`src/rtl/riscv_pipe_pkg.sv`:
```
// ---------------------------------------------------------------------------
// riscv_pipe_pkg
//   Shared definitions for the RISC-V pipeline stage register:
//     XLEN_DEFAULT      default PC field width
//     ILEN_DEFAULT      default instruction field width
//     NOP_INST_DEFAULT  canonical NOP (addi x0,x0,0) shown when a stage is empty
//     pipe_state_e      occupancy state; the encoding equals the number of
//                       held entries so it can be exported directly as occ
// ---------------------------------------------------------------------------
package riscv_pipe_pkg;

    localparam int          XLEN_DEFAULT     = 32;
    localparam int          ILEN_DEFAULT     = 32;
    localparam logic [31:0] NOP_INST_DEFAULT = 32'h0000_0013;

    // EMPTY: nothing held, FULL: output register loaded,
    // SKID: output register and skid slot both loaded (skid build only).
    typedef enum logic [1:0] {
        EMPTY = 2'd0,
        FULL  = 2'd1,
        SKID  = 2'd2
    } pipe_state_e;

    // Number of entries held in a given state.
    function automatic logic [1:0] state_occ(pipe_state_e s);
        return s;
    endfunction

endpackage

```
`src/rtl/pipe_skid_slot.sv`:
```
// ---------------------------------------------------------------------------
// pipe_skid_slot
//   Single data register used as the second (skid) entry of pipe_stage_reg.
//   Ports:
//     clk     rising-edge clock
//     reset   synchronous active-high reset, clears the slot
//     load    capture d at the next edge
//     clear   zero the slot at the next edge (wins over load)
//     d       incoming {inst, pc}
//     q       held {inst, pc}
// ---------------------------------------------------------------------------
module pipe_skid_slot #(
    parameter int W = 64
) (
    input  logic         clk,
    input  logic         reset,
    input  logic         load,
    input  logic         clear,
    input  logic [W-1:0] d,
    output logic [W-1:0] q
);

    logic [W-1:0] data_q;
    logic [W-1:0] data_d;

    always_comb begin
        data_d = data_q;
        if (clear) begin
            data_d = '0;
        end else if (load) begin
            data_d = d;
        end
    end

    always_ff @(posedge clk) begin
        if (reset) begin
            data_q <= '0;
        end else begin
            data_q <= data_d;
        end
    end

    assign q = data_q;

endmodule

```
`src/rtl/pipe_stage_reg.sv`:
```
// ---------------------------------------------------------------------------
// pipe_stage_reg
//   Valid/ready pipeline register carrying {instruction, PC} between two
//   RISC-V pipeline stages, with flush and one cycle of latency.
//
//   Build option (macro PIPE_SKID_EN):
//     undefined  one entry; in_ready = ~out_valid | out_ready (combinational)
//     defined    two entries (output register + pipe_skid_slot); in_ready is
//                a register equal to (state != SKID), so the upstream ready
//                path does not depend on out_ready
//
//   Ports:
//     clk        rising-edge clock
//     reset      synchronous active-high reset
//     in_valid   upstream entry present
//     in_ready   stage accepts the upstream entry this cycle
//     in_inst    upstream instruction (ILEN)
//     in_pc      upstream PC (XLEN)
//     flush      discard all held and incoming entries
//     out_valid  downstream entry present (registered)
//     out_ready  downstream consumes the entry this cycle
//     out_inst   held instruction, NOP_INST when empty (registered)
//     out_pc     held PC, 0 when empty (registered)
//     occ        number of held entries (0..2)
// ---------------------------------------------------------------------------
module pipe_stage_reg
    import riscv_pipe_pkg::*;
#(
    parameter int              XLEN     = XLEN_DEFAULT,
    parameter int              ILEN     = ILEN_DEFAULT,
    parameter logic [ILEN-1:0] NOP_INST = ILEN'(NOP_INST_DEFAULT)
) (
    input  logic            clk,
    input  logic            reset,
    input  logic            in_valid,
    output logic            in_ready,
    input  logic [ILEN-1:0] in_inst,
    input  logic [XLEN-1:0] in_pc,
    input  logic            flush,
    output logic            out_valid,
    input  logic            out_ready,
    output logic [ILEN-1:0] out_inst,
    output logic [XLEN-1:0] out_pc,
    output logic [1:0]      occ
);

    // ------------------------------------------------------------------
    // State and output registers
    // ------------------------------------------------------------------
    pipe_state_e     state_q,     state_d;
    logic            out_valid_q, out_valid_d;
    logic [ILEN-1:0] out_inst_q,  out_inst_d;
    logic [XLEN-1:0] out_pc_q,    out_pc_d;

    logic accept;
    logic consume;

    // A flushed cycle neither accepts nor consumes; the flush branch below
    // clears everything regardless, but masking here keeps the intent local.
    assign accept  = in_valid & in_ready & ~flush;
    assign consume = out_valid_q & out_ready & ~flush;

`ifdef PIPE_SKID_EN
    // ------------------------------------------------------------------
    // Skid entry: catches the accept that arrives while the output
    // register is stalled.
    // ------------------------------------------------------------------
    logic                 in_ready_q, in_ready_d;
    logic                 skid_load;
    logic                 skid_clear;
    logic [ILEN+XLEN-1:0] skid_data;

    pipe_skid_slot #(
        .W (ILEN + XLEN)
    ) u_skid (
        .clk   (clk),
        .reset (reset),
        .load  (skid_load),
        .clear (skid_clear),
        .d     ({in_inst, in_pc}),
        .q     (skid_data)
    );

    assign in_ready = in_ready_q;
`else
    // Single entry: a slot frees up in the same cycle it is consumed.
    assign in_ready = ~out_valid_q | out_ready;
`endif

    // ------------------------------------------------------------------
    // Next-state logic
    // ------------------------------------------------------------------
    always_comb begin
        state_d     = state_q;
        out_valid_d = out_valid_q;
        out_inst_d  = out_inst_q;
        out_pc_d    = out_pc_q;
`ifdef PIPE_SKID_EN
        skid_load   = 1'b0;
        skid_clear  = 1'b0;
`endif

        if (flush) begin
            state_d     = EMPTY;
            out_valid_d = 1'b0;
            out_inst_d  = NOP_INST;
            out_pc_d    = '0;
`ifdef PIPE_SKID_EN
            skid_clear  = 1'b1;
`endif
        end else begin
            unique case (state_q)
                EMPTY: begin
                    if (accept) begin
                        state_d     = FULL;
                        out_valid_d = 1'b1;
                        out_inst_d  = in_inst;
                        out_pc_d    = in_pc;
                    end
                end

                FULL: begin
                    if (accept && consume) begin
                        // Pass-through: new entry replaces the consumed one.
                        out_inst_d = in_inst;
                        out_pc_d   = in_pc;
                    end else if (consume) begin
                        state_d     = EMPTY;
                        out_valid_d = 1'b0;
                        out_inst_d  = NOP_INST;
                        out_pc_d    = '0;
`ifdef PIPE_SKID_EN
                    end else if (accept) begin
                        // Output stalled: park the new entry behind it.
                        state_d   = SKID;
                        skid_load = 1'b1;
`endif
                    end
                end

`ifdef PIPE_SKID_EN
                SKID: begin
                    // in_ready is low here, so only a consume can happen.
                    if (consume) begin
                        state_d    = FULL;
                        out_inst_d = skid_data[ILEN+XLEN-1:XLEN];
                        out_pc_d   = skid_data[XLEN-1:0];
                        skid_clear = 1'b1;
                    end
                end
`endif

                default: begin
                    state_d     = EMPTY;
                    out_valid_d = 1'b0;
                    out_inst_d  = NOP_INST;
                    out_pc_d    = '0;
                end
            endcase
        end

`ifdef PIPE_SKID_EN
        // Registered ready: reflects the state being entered, so it is
        // already correct in the cycle after each transition.
        in_ready_d = (state_d != SKID);
`endif
    end

    // ------------------------------------------------------------------
    // Registers; reset beats flush, accept and consume.
    // ------------------------------------------------------------------
    always_ff @(posedge clk) begin
        if (reset) begin
            state_q     <= EMPTY;
            out_valid_q <= 1'b0;
            out_inst_q  <= NOP_INST;
            out_pc_q    <= '0;
`ifdef PIPE_SKID_EN
            in_ready_q  <= 1'b1;
`endif
        end else begin
            state_q     <= state_d;
            out_valid_q <= out_valid_d;
            out_inst_q  <= out_inst_d;
            out_pc_q    <= out_pc_d;
`ifdef PIPE_SKID_EN
            in_ready_q  <= in_ready_d;
`endif
        end
    end

    assign out_valid = out_valid_q;
    assign out_inst  = out_inst_q;
    assign out_pc    = out_pc_q;
    assign occ       = state_occ(state_q);

endmodule

```
`config.mk`:
```
export PLATFORM = sky130hd
export DESIGN_NAME = pipe_stage_reg
export DESIGN_NICKNAME = d
export VERILOG_FILES = /design/src/rtl/riscv_pipe_pkg.sv /design/src/rtl/pipe_skid_slot.sv /design/src/rtl/pipe_stage_reg.sv
export SDC_FILE = /design/constraint.sdc
export NUM_CORES = 1
export LEC_CHECK = 0
export ABC_AREA = 0
export CELL_PAD_IN_SITES_DETAIL_PLACEMENT = 1
export CELL_PAD_IN_SITES_GLOBAL_PLACEMENT = 1
export CORE_MARGIN = 2
export CORE_UTILIZATION = 26
export CTS_CLUSTER_DIAMETER = 40
export DETAILED_ROUTE_END_ITERATION = 8
export PLACE_DENSITY_LB_ADDON = 0.2
export SLEW_MARGIN = 20
export SYNTH_ARGS = -nofsm -noshare
export SYNTH_HDL_FRONTEND = slang
export SYNTH_SLANG_ARGS = --single-unit
```
`constraint.sdc`:
```
create_clock -name clk -period 1.6 [get_ports clk]
set_input_delay 0.16 -clock clk [delete_from_list [all_inputs] [get_ports clk]]
set_output_delay 0.16 -clock clk [all_outputs]
set_load 0.01 [all_outputs]
```
### Yosys cells after proc, flatten, opt, wreduce, memory -nomap -nowiden

Index checks and enable logic that the tools add are counted.

| storage, ports and cells | value |
|---|---|
| memory bits (read-only) | 0 |
| output and inout port bits | 68 |
| register bits after elaboration | 67 |
| RAM bits | 0 |
| latch bits | 0 |
| word-level logic and storage cells | 37 |
| memories | 0 |

| operators by class | value |
|---|---|
| multiply operators | 0 |
| mux-type cells | 16 |
| div/mod/pow operators | 0 |
| $add $sub $neg | 0 |
| shift-type cells | 0 |
| order comparisons | 0 |
| reduce and logical (&&, ||, !) cells | 5 |
| eq/ne operators | 5 |
| bitwise operators | 7 |

Operators by type and width:

| operator | count |
|---|---|
| two-way mux 32 bit | 6 |
| case mux 32 bit (2 select lines) | 2 |
| two-way mux 2 bit | 3 |
| != test 2 bit (second input constant) | 3 |
| AND 1 bit | 4 |
| case mux 2 bit (2 select lines) | 1 |
| two-way mux 1 bit | 3 |
| != test 3 bit (second input constant) | 1 |
| AND reduction 3 bit | 1 |
| == test 2 x 1 -> 1 bit (second input constant) | 1 |
| zero test 2 bit | 1 |
| NOT 1 bit | 2 |
| case mux 1 bit (2 select lines) | 1 |
| AND reduction 2 bit | 1 |
| OR reduction 2 bit | 1 |
| logical AND 1 bit | 1 |
| bitwise OR 1 bit | 1 |

### Longest topological paths before layout

Gate-level depths: netlist of run 1.

| depth | value |
|---|---|
| word-level depth | 7 |
| mapped depth | 5 |
| gate-level depth less buffers | 3 |

### Worst setup path after synthesis of run 1

OpenSTA, ideal clock, no wires.

| path | value |
|---|---|
| kind | reg2reg |
| start point | reg state_q[0], in the netlist occ[0] |
| end point | reg out_inst_q[10], in the netlist out_inst[10] |
| setup time | 0.117 ns |
| clock period less this slack | 1.317 ns |
| required time | 1.483 ns |
| buffers on the path | 2 |
| path slack | 0.283 ns |
| arrival | 1.200 ns |
| cell stages (with the launch flop) | 6 |
| cell sequence | dfxtp_1 > nand2b_1 > and3_1 > buf_6 > buf_2 > a22o_1 |

| on the way | value |
|---|---|
| cells in the longest elaborated chain, start to end | 3 |
| elaborated cells between the ends (all ways) | 6 |

Ends and longest elaborated chain:

| item | line | text |
|---|---|---|
| start: declaration | pipe_stage_reg.sv:50 | `pipe_state_e state_q, state_d;` |
| start signal: assignment | pipe_stage_reg.sv:182 | `state_q <= state_d;` |
| == test 2 x 1 -> 1 bit / zero test 2 bit (equally long branches) | pipe_stage_reg.sv:112 | `unique case (state_q)` |
| != test 3 bit (no line) / != test 2 bit (equally long branches) | -- |  |
| AND reduction 2 bit (no line) | -- |  |
| end signal: assignment | pipe_stage_reg.sv:184 | `out_inst_q <= out_inst_d;` |
| end: declaration | pipe_stage_reg.sv:52 | `logic [ILEN-1:0] out_inst_q, out_inst_d;` |

Parallel ways exist; a longest one is shown, timed or not.
A chain may end at the register's enable or synchronous reset.

### Worst setup path in the final report of run 1

| path | value |
|---|---|
| start point | reg state_q[0], in the netlist occ[0] |
| end point | out occ[0] |

RTL lines:

| item | line | text |
|---|---|---|
| end: declaration | pipe_stage_reg.sv:44 | `output logic [1:0] occ` |

No word-level cell between the ends.

==> results of run 1 <==
[where the power goes]
part / switching (W) / internal, W
sequential: 0.0000295 / 0.00167
clock: 0.000637 / 0.000876
combinational: 0.000137 / 0.000289
[layout by cell type, fill, tap and decap left out, types with 2 or more instances in the layout]
cell,synthesis,layout
buf_12,0,4
bufinv_16,0,2
clkinv_4,0,2
clkinv_2,0,2
clkbuf_8,0,9
dfxtp_1,65,65
a22o_1,61,61
clkdlybuf4s50_1,0,134
o22a_1,3,3
[worst min path at each step]
stage / endpoint / slack (ns) / cells past startpoint
2_1_floorplan: out_inst[0]$_SDFFE_PP1P_ / 0.28 / 1
4_1_cts: out_inst[20]$_SDFFE_PP0P_ / 0.39 / 2
3_3_place_gp: out_pc[10]$_SDFFE_PP0P_ / 0.46 / 1
3_5_place_dp: out_inst[16]$_SDFFE_PP0P_ / 0.46 / 1
6_report: out_pc[23]$_SDFFE_PP0P_ / 0.41 / 2
5_1_grt: out_inst[11]$_SDFFE_PP0P_ / 0.40 / 2
[worst reg2reg max path, stage by stage, from the launching register on]
cell	delay, ns
dfxtp_1	0.39
mux2i_1	0.26
and2_2	0.24
buf_12	0.20
a22o_1	0.18
[cell usage after synthesis]
library cell / instances / area share
a21boi_0: 1 / 0.0037
a22o_1: 61 / 0.26
and2_1: 1 / 0.0030
and3_1: 1 / 0.0030
buf_2: 6 / 0.015
buf_4: 2 / 0.0073
buf_6: 8 / 0.044
conb_1: 1 / 0.0018
dfxtp_1: 65 / 0.63
inv_1: 1 / 0.0018
mux2i_1: 1 / 0.0049
nand2_1: 1 / 0.0018
nand2b_1: 1 / 0.0030
nand3_1: 1 / 0.0024
nor2_1: 1 / 0.0018
o22a_1: 3 / 0.013
[cells by family (layout without fill, tap and decap cells)]
logic type	Yosys count	after routing	share of synthesized area
other	1	1	0.001826
multiplexers	1	1	0.004875
AO/OA/AOI/OAI	65	65	0.2767
flip-flops	65	65	0.6338
buffers and inverters	17	156	0.06764
AND/OR/NAND/NOR	6	6	0.01523
[routing by layer]
layer,share of wire,vias to the layer above
met4,0.016,0
met1,0.42,857
met3,0.071,10
met2,0.49,67
li1,-,857
met5,0,-
[area by class of cell]
type	instances	area, µm²
fill	814	3986
timing repair buffer	139	1434
sequential	65	1301
multi-input combinational	73	615.6
tap	102	127.6
clock buffer	9	123.9
clock inverter	7	95.09
inverter	1	3.754
[metrics by stage]
stage / utilization / std cells
2_1_floorplan: - / 155
3_3_place_gp: 0.4526 / 380
3_5_place_dp: 0.4526 / 380
4_1_cts: 0.4811 / 396
5_1_grt: 0.4814 / 396
6_report: 0.4814 / 396
[repair_timing]
item,4_1_cts,5_1_grt
endpoints found under the hold margin,0,0
setup endpoints to repair,0,1
resized for setup,0,1
[sequential cells by signal, summed over array words and instances, names as in the netlist]
name / count
out_inst: 32
out_pc: 32
occ: 1
==> results.py, run 1 <==
metrics = {
    "outcome": {
        "outcome": "completed",
    },
    "global_routing": {
        "met1_usage": 0.1685,
        "antenna_found_initial": 0,
        "grt_util_all_layers": 0.1432,
        "grt_overflow": 0,
        "grt_pass1_vias": 1897,
        "grt-busiest-layer": "met2",
        "grt_pass1_wl_mm": 9.542,
        "met2_usage": 0.2301,
        "use_met3": 0.05452,
        "grt_max_degree": 33,
    },
    "sta": {
        "slew_viol_final": 0,
        "skew_ns": 0.003510,
        "fin_crit_ns": 1.445,
        "setup_slack_ns": 0.1546,
        "min_period_over_period": 0.9034,
        "setup_tns_ns": 0,
        "holdWs_ns": 0.4105,
        "hold_viol_final": 0,
        "setup_viol": 0,
        "grt_setup_unrepaired": "no",
        "fmax_mhz": 691.9,
    },
    "setup_path": {
        "crit_start": "occ[0]$_SDFFE_PP0P_",
        "reg2reg_from": "occ[0]$_SDFFE_PP0P_",
        "slowest_delay_ns": 0.56,
        "required_ns": 1.44,
        "ff2ff_path_depth": 4,
        "r2r_setup_slack_ns": 0.28,
        "crit_path_max_fanout": 4,
        "cp_cell_sequence": "clkdlybuf4s50_1",
        "worstReg2RegEnd": "out_inst[13]$_SDFFE_PP0P_",
        "start_kind": "register",
        "crit_family": "buffers and inverters",
        "cpMaxStageDelayCell": "clkdlybuf4s50_1",
        "cp-end-kind": "primary output",
        "crit_end": "occ[0]",
        "path_class": "reg2out",
        "worst-path-stages": 1,
        "crit_arrival_ns": 1.29,
        "crit_buf_inv": 1,
    },
    "yosys": {
        "synth_fp_nets": 224,
        "syn_area_per_cell_um2": 13.25,
        "yosysUniqueCellTypes": 16,
        "synth_seq_cells": 65,
        "syn_inst": 155,
        "yosys_warnings": 0,
        "syn_area_um2": 2053,
        "ys_seq_area_frac": 0.6338,
    },
    "clocking": {
        "htreeDepth": 3,
        "cts_tree": "yes",
        "clk_latency_ns": 0.33,
        "holdBufCountCts": 0,
        "max-clock-path-buffers": 2,
        "cts_buffers": 9,
        "clk_pin_slew_ns": 0.07,
        "cts_root_buf": "clkbuf_8",
        "postCtsSetupRepairBufs": 0,
        "cts.sinks": 65,
    },
    "finish": {
        "nets": 358,
        "fin_area_um2": 3701,
        "area_growth_pct": 80.26,
        "drive_above_1_share": 0.07483,
        "insertedDiodeCount": 0,
    },
    "die": {
        "design.die.area_um2": 8624,
        "die_y_um": 92.87,
        "rows": 32,
        "fp.coreArea_um2": 7687,
        "die_x_um": 92.87,
        "start_util": 0.2671,
        "io_pins": 137,
    },
    "drt": {
        "first_pass_iters": 4,
        "wire_per_inst_um": 15.38,
        "vias": 1791,
        "drtAntennaViolNets": 0,
        "drtIter0Drc": 44,
        "drc": 0,
        "via_per_inst": 4.523,
        "drt-total-wl_mm": 6.090,
    },
    "place": {
        "dp_hpwl_mm": 4.416,
        "gp_congestion": 0.6860,
        "postPlaceCellArea_um2": 3480,
        "numPortBuffers": 135,
        "preCtsSetupSlack_ns": 0.02294,
    },
    "worst_hold_path": {
        "hp-start": "in_pc[23]",
        "hold_class": "in2reg",
    },
    "power": {
        "power.total_w": 0.003640,
        "power_density_nw_per_um2": 983.6,
        "power.static_leakage_nw": 1.415,
        "peakVddDrop_v": 0.0004472,
    },
    "job": {
        "maxCapViolations": 0,
    },
}
No activity file was read; power rests on OpenSTA's default activity.
==> run 2: changes to the inputs <==
- CTS_CLUSTER_SIZE: not set -> 25
==> results of run 2 <==
The final DEF is identical to that of run 1; final timing and power are the same.
==> run 3: changes to the inputs <==
- CORE_MARGIN: 2 -> not set
- TNS_END_PERCENT: not set -> 100
==> results.py, run 3 (synthesis gave the netlist of run 1 again) <==
metrics = {
    "place": {
        "numPortBuffers": 135,
        "gp_congestion": 0.6702,
        "dp_hpwl_mm": 4.037,
    },
    "finish": {
        "nets": 358,
        "layout.area.seq_um2": 1301,
        "final_common_cell": "clkdlybuf4s50_1",
        "area_growth_pct": 80.13,
        "insertedDiodeCount": 0,
        "fillCellCount": 821,
        "final_cell_mix": "135 x clkdlybuf4s50_1, 65 x dfxtp_1, 61 x a22o_1",
        "multi_input_area_um2": 615.6,
        "drive_above_1_share": 0.07483,
    },
    "sta": {
        "hold_viol_final": 0,
        "grt_setup_unrepaired": "no",
        "skew_ns": 0.006079,
        "fmax_mhz": 656.3,
        "min_period_over_period": 0.9523,
        "setup_tns_ns": 0,
        "fin_crit_ns": 1.524,
        "setup_viol": 0,
        "slew_viol_final": 0,
    },
    "setup_path": {
        "crit_path_max_fanout": 4,
        "ff2ff_path_depth": 4,
        "start_kind": "register",
        "slowest_delay_ns": 0.56,
        "crit_arrival_ns": 1.36,
        "path_class": "reg2out",
        "cpMaxStageDelayCell": "clkdlybuf4s50_1",
        "cp-end-kind": "primary output",
        "required_ns": 1.44,
        "cp_cell_sequence": "nand2b_1, clkdlybuf4s50_1",
        "reg2reg_from": "occ[0]$_SDFFE_PP0P_",
        "worst-path-stages": 2,
        "crit_buf_inv": 1,
        "crit_family": "buffers and inverters",
        "crit_start": "occ[0]$_SDFFE_PP0P_",
    },
    "drt": {
        "drt-total-wl_mm": 5.662,
        "wire_per_inst_um": 14.30,
        "first_pass_iters": 4,
        "drtAntennaViolNets": 0,
        "vias": 1795,
        "drtIter0Drc": 30,
        "via_per_inst": 4.533,
        "drc": 0,
    },
    "global_routing": {
        "grt_pass1_wl_mm": 9.025,
        "grt_util_all_layers": 0.1392,
        "antenna_found_initial": 0,
        "grt_pass1_vias": 1843,
        "grt_max_degree": 35,
        "grt_overflow": 0,
    },
    "power": {
        "power.total_w": 0.003624,
        "power_density_nw_per_um2": 979.9,
        "power.static_leakage_nw": 1.414,
        "peakVddDrop_v": 0.0004450,
    },
    "clocking": {
        "cts_buffers": 9,
        "clk_pin_slew_ns": 0.07,
        "cts.sinks": 65,
        "clk_latency_ns": 0.32,
        "postCtsSetupRepairBufs": 0,
        "max-clock-path-buffers": 2,
        "postCtsResizedCells": 0,
        "holdBufCountCts": 0,
        "htreeDepth": 3,
        "cts_root_buf": "clkbuf_8",
        "cts_tree": "yes",
    },
    "die": {
        "io_pins": 137,
        "fp.coreArea_um2": 7687,
        "die_y_um": 90.87,
        "start_util": 0.2671,
        "rows": 32,
        "die_x_um": 90.87,
        "design.die.area_um2": 8256,
    },
    "worst_hold_path": {
        "hold_path_depth": 2,
        "hp-start": "in_inst[4]",
        "hold_class": "in2reg",
    },
    "job": {
        "maxCapViolations": 0,
    },
    "outcome": {
        "outcome": "completed",
    },
}
run 3: final timing paths:
path,slack [ns],endpoint
max,0.08,in_ready
min,0.42,out_inst[4]$_SDFFE_PP1P_
max reg2reg,0.31,out_pc[15]$_SDFFE_PP0P_
min reg2reg,0.48,out_pc[16]$_SDFFE_PP0P_
run 3: power by group:
group          switching (W)  total (W)  internal (W)
registers          0.0000290    0.00170       0.00167
clock network       0.000623    0.00150      0.000876
logic               0.000134   0.000423      0.000289
run 3: final cells by class:
cell class,instances,share of cell area
Timing Repair Buffer,139,0.3870
Sequential cell,65,0.3518
Multi-Input combinational cell,73,0.1664
Tap cell,102,0.03451
Clock buffer,9,0.03349
Clock inverter,7,0.02571
Inverter,1,0.001015
run 3: through the flow:
stage | util | area, µm² | worst slack (ns) | hold WS [ns] | cells
2_1_floorplan | - | 2053 | 0.2830 | 0.2791 | 155
4_1_cts | 0.4811 | 3699 | 0.05230 | 0.3993 | 396
3_5_place_dp | 0.4526 | 3480 | 0.04056 | 0.4648 | 380
5_1_grt | 0.4811 | 3699 | 0.001859 | 0.3994 | 396
3_3_place_gp | 0.4526 | 3480 | 0.09059 | 0.4599 | 380
6_report | 0.4811 | 3699 | 0.07639 | 0.4174 | 396
run 3: metal layers:
layer / global-route usage / share of wire / vias to the layer above
li1: - / - / 853
met2: 0.2064 / 0.43 / 89
met5: 0 / 0 / -
met4: 0.05952 / 0.014 / 0
met1: 0.1680 / 0.44 / 845
met3: 0.07155 / 0.11 / 8
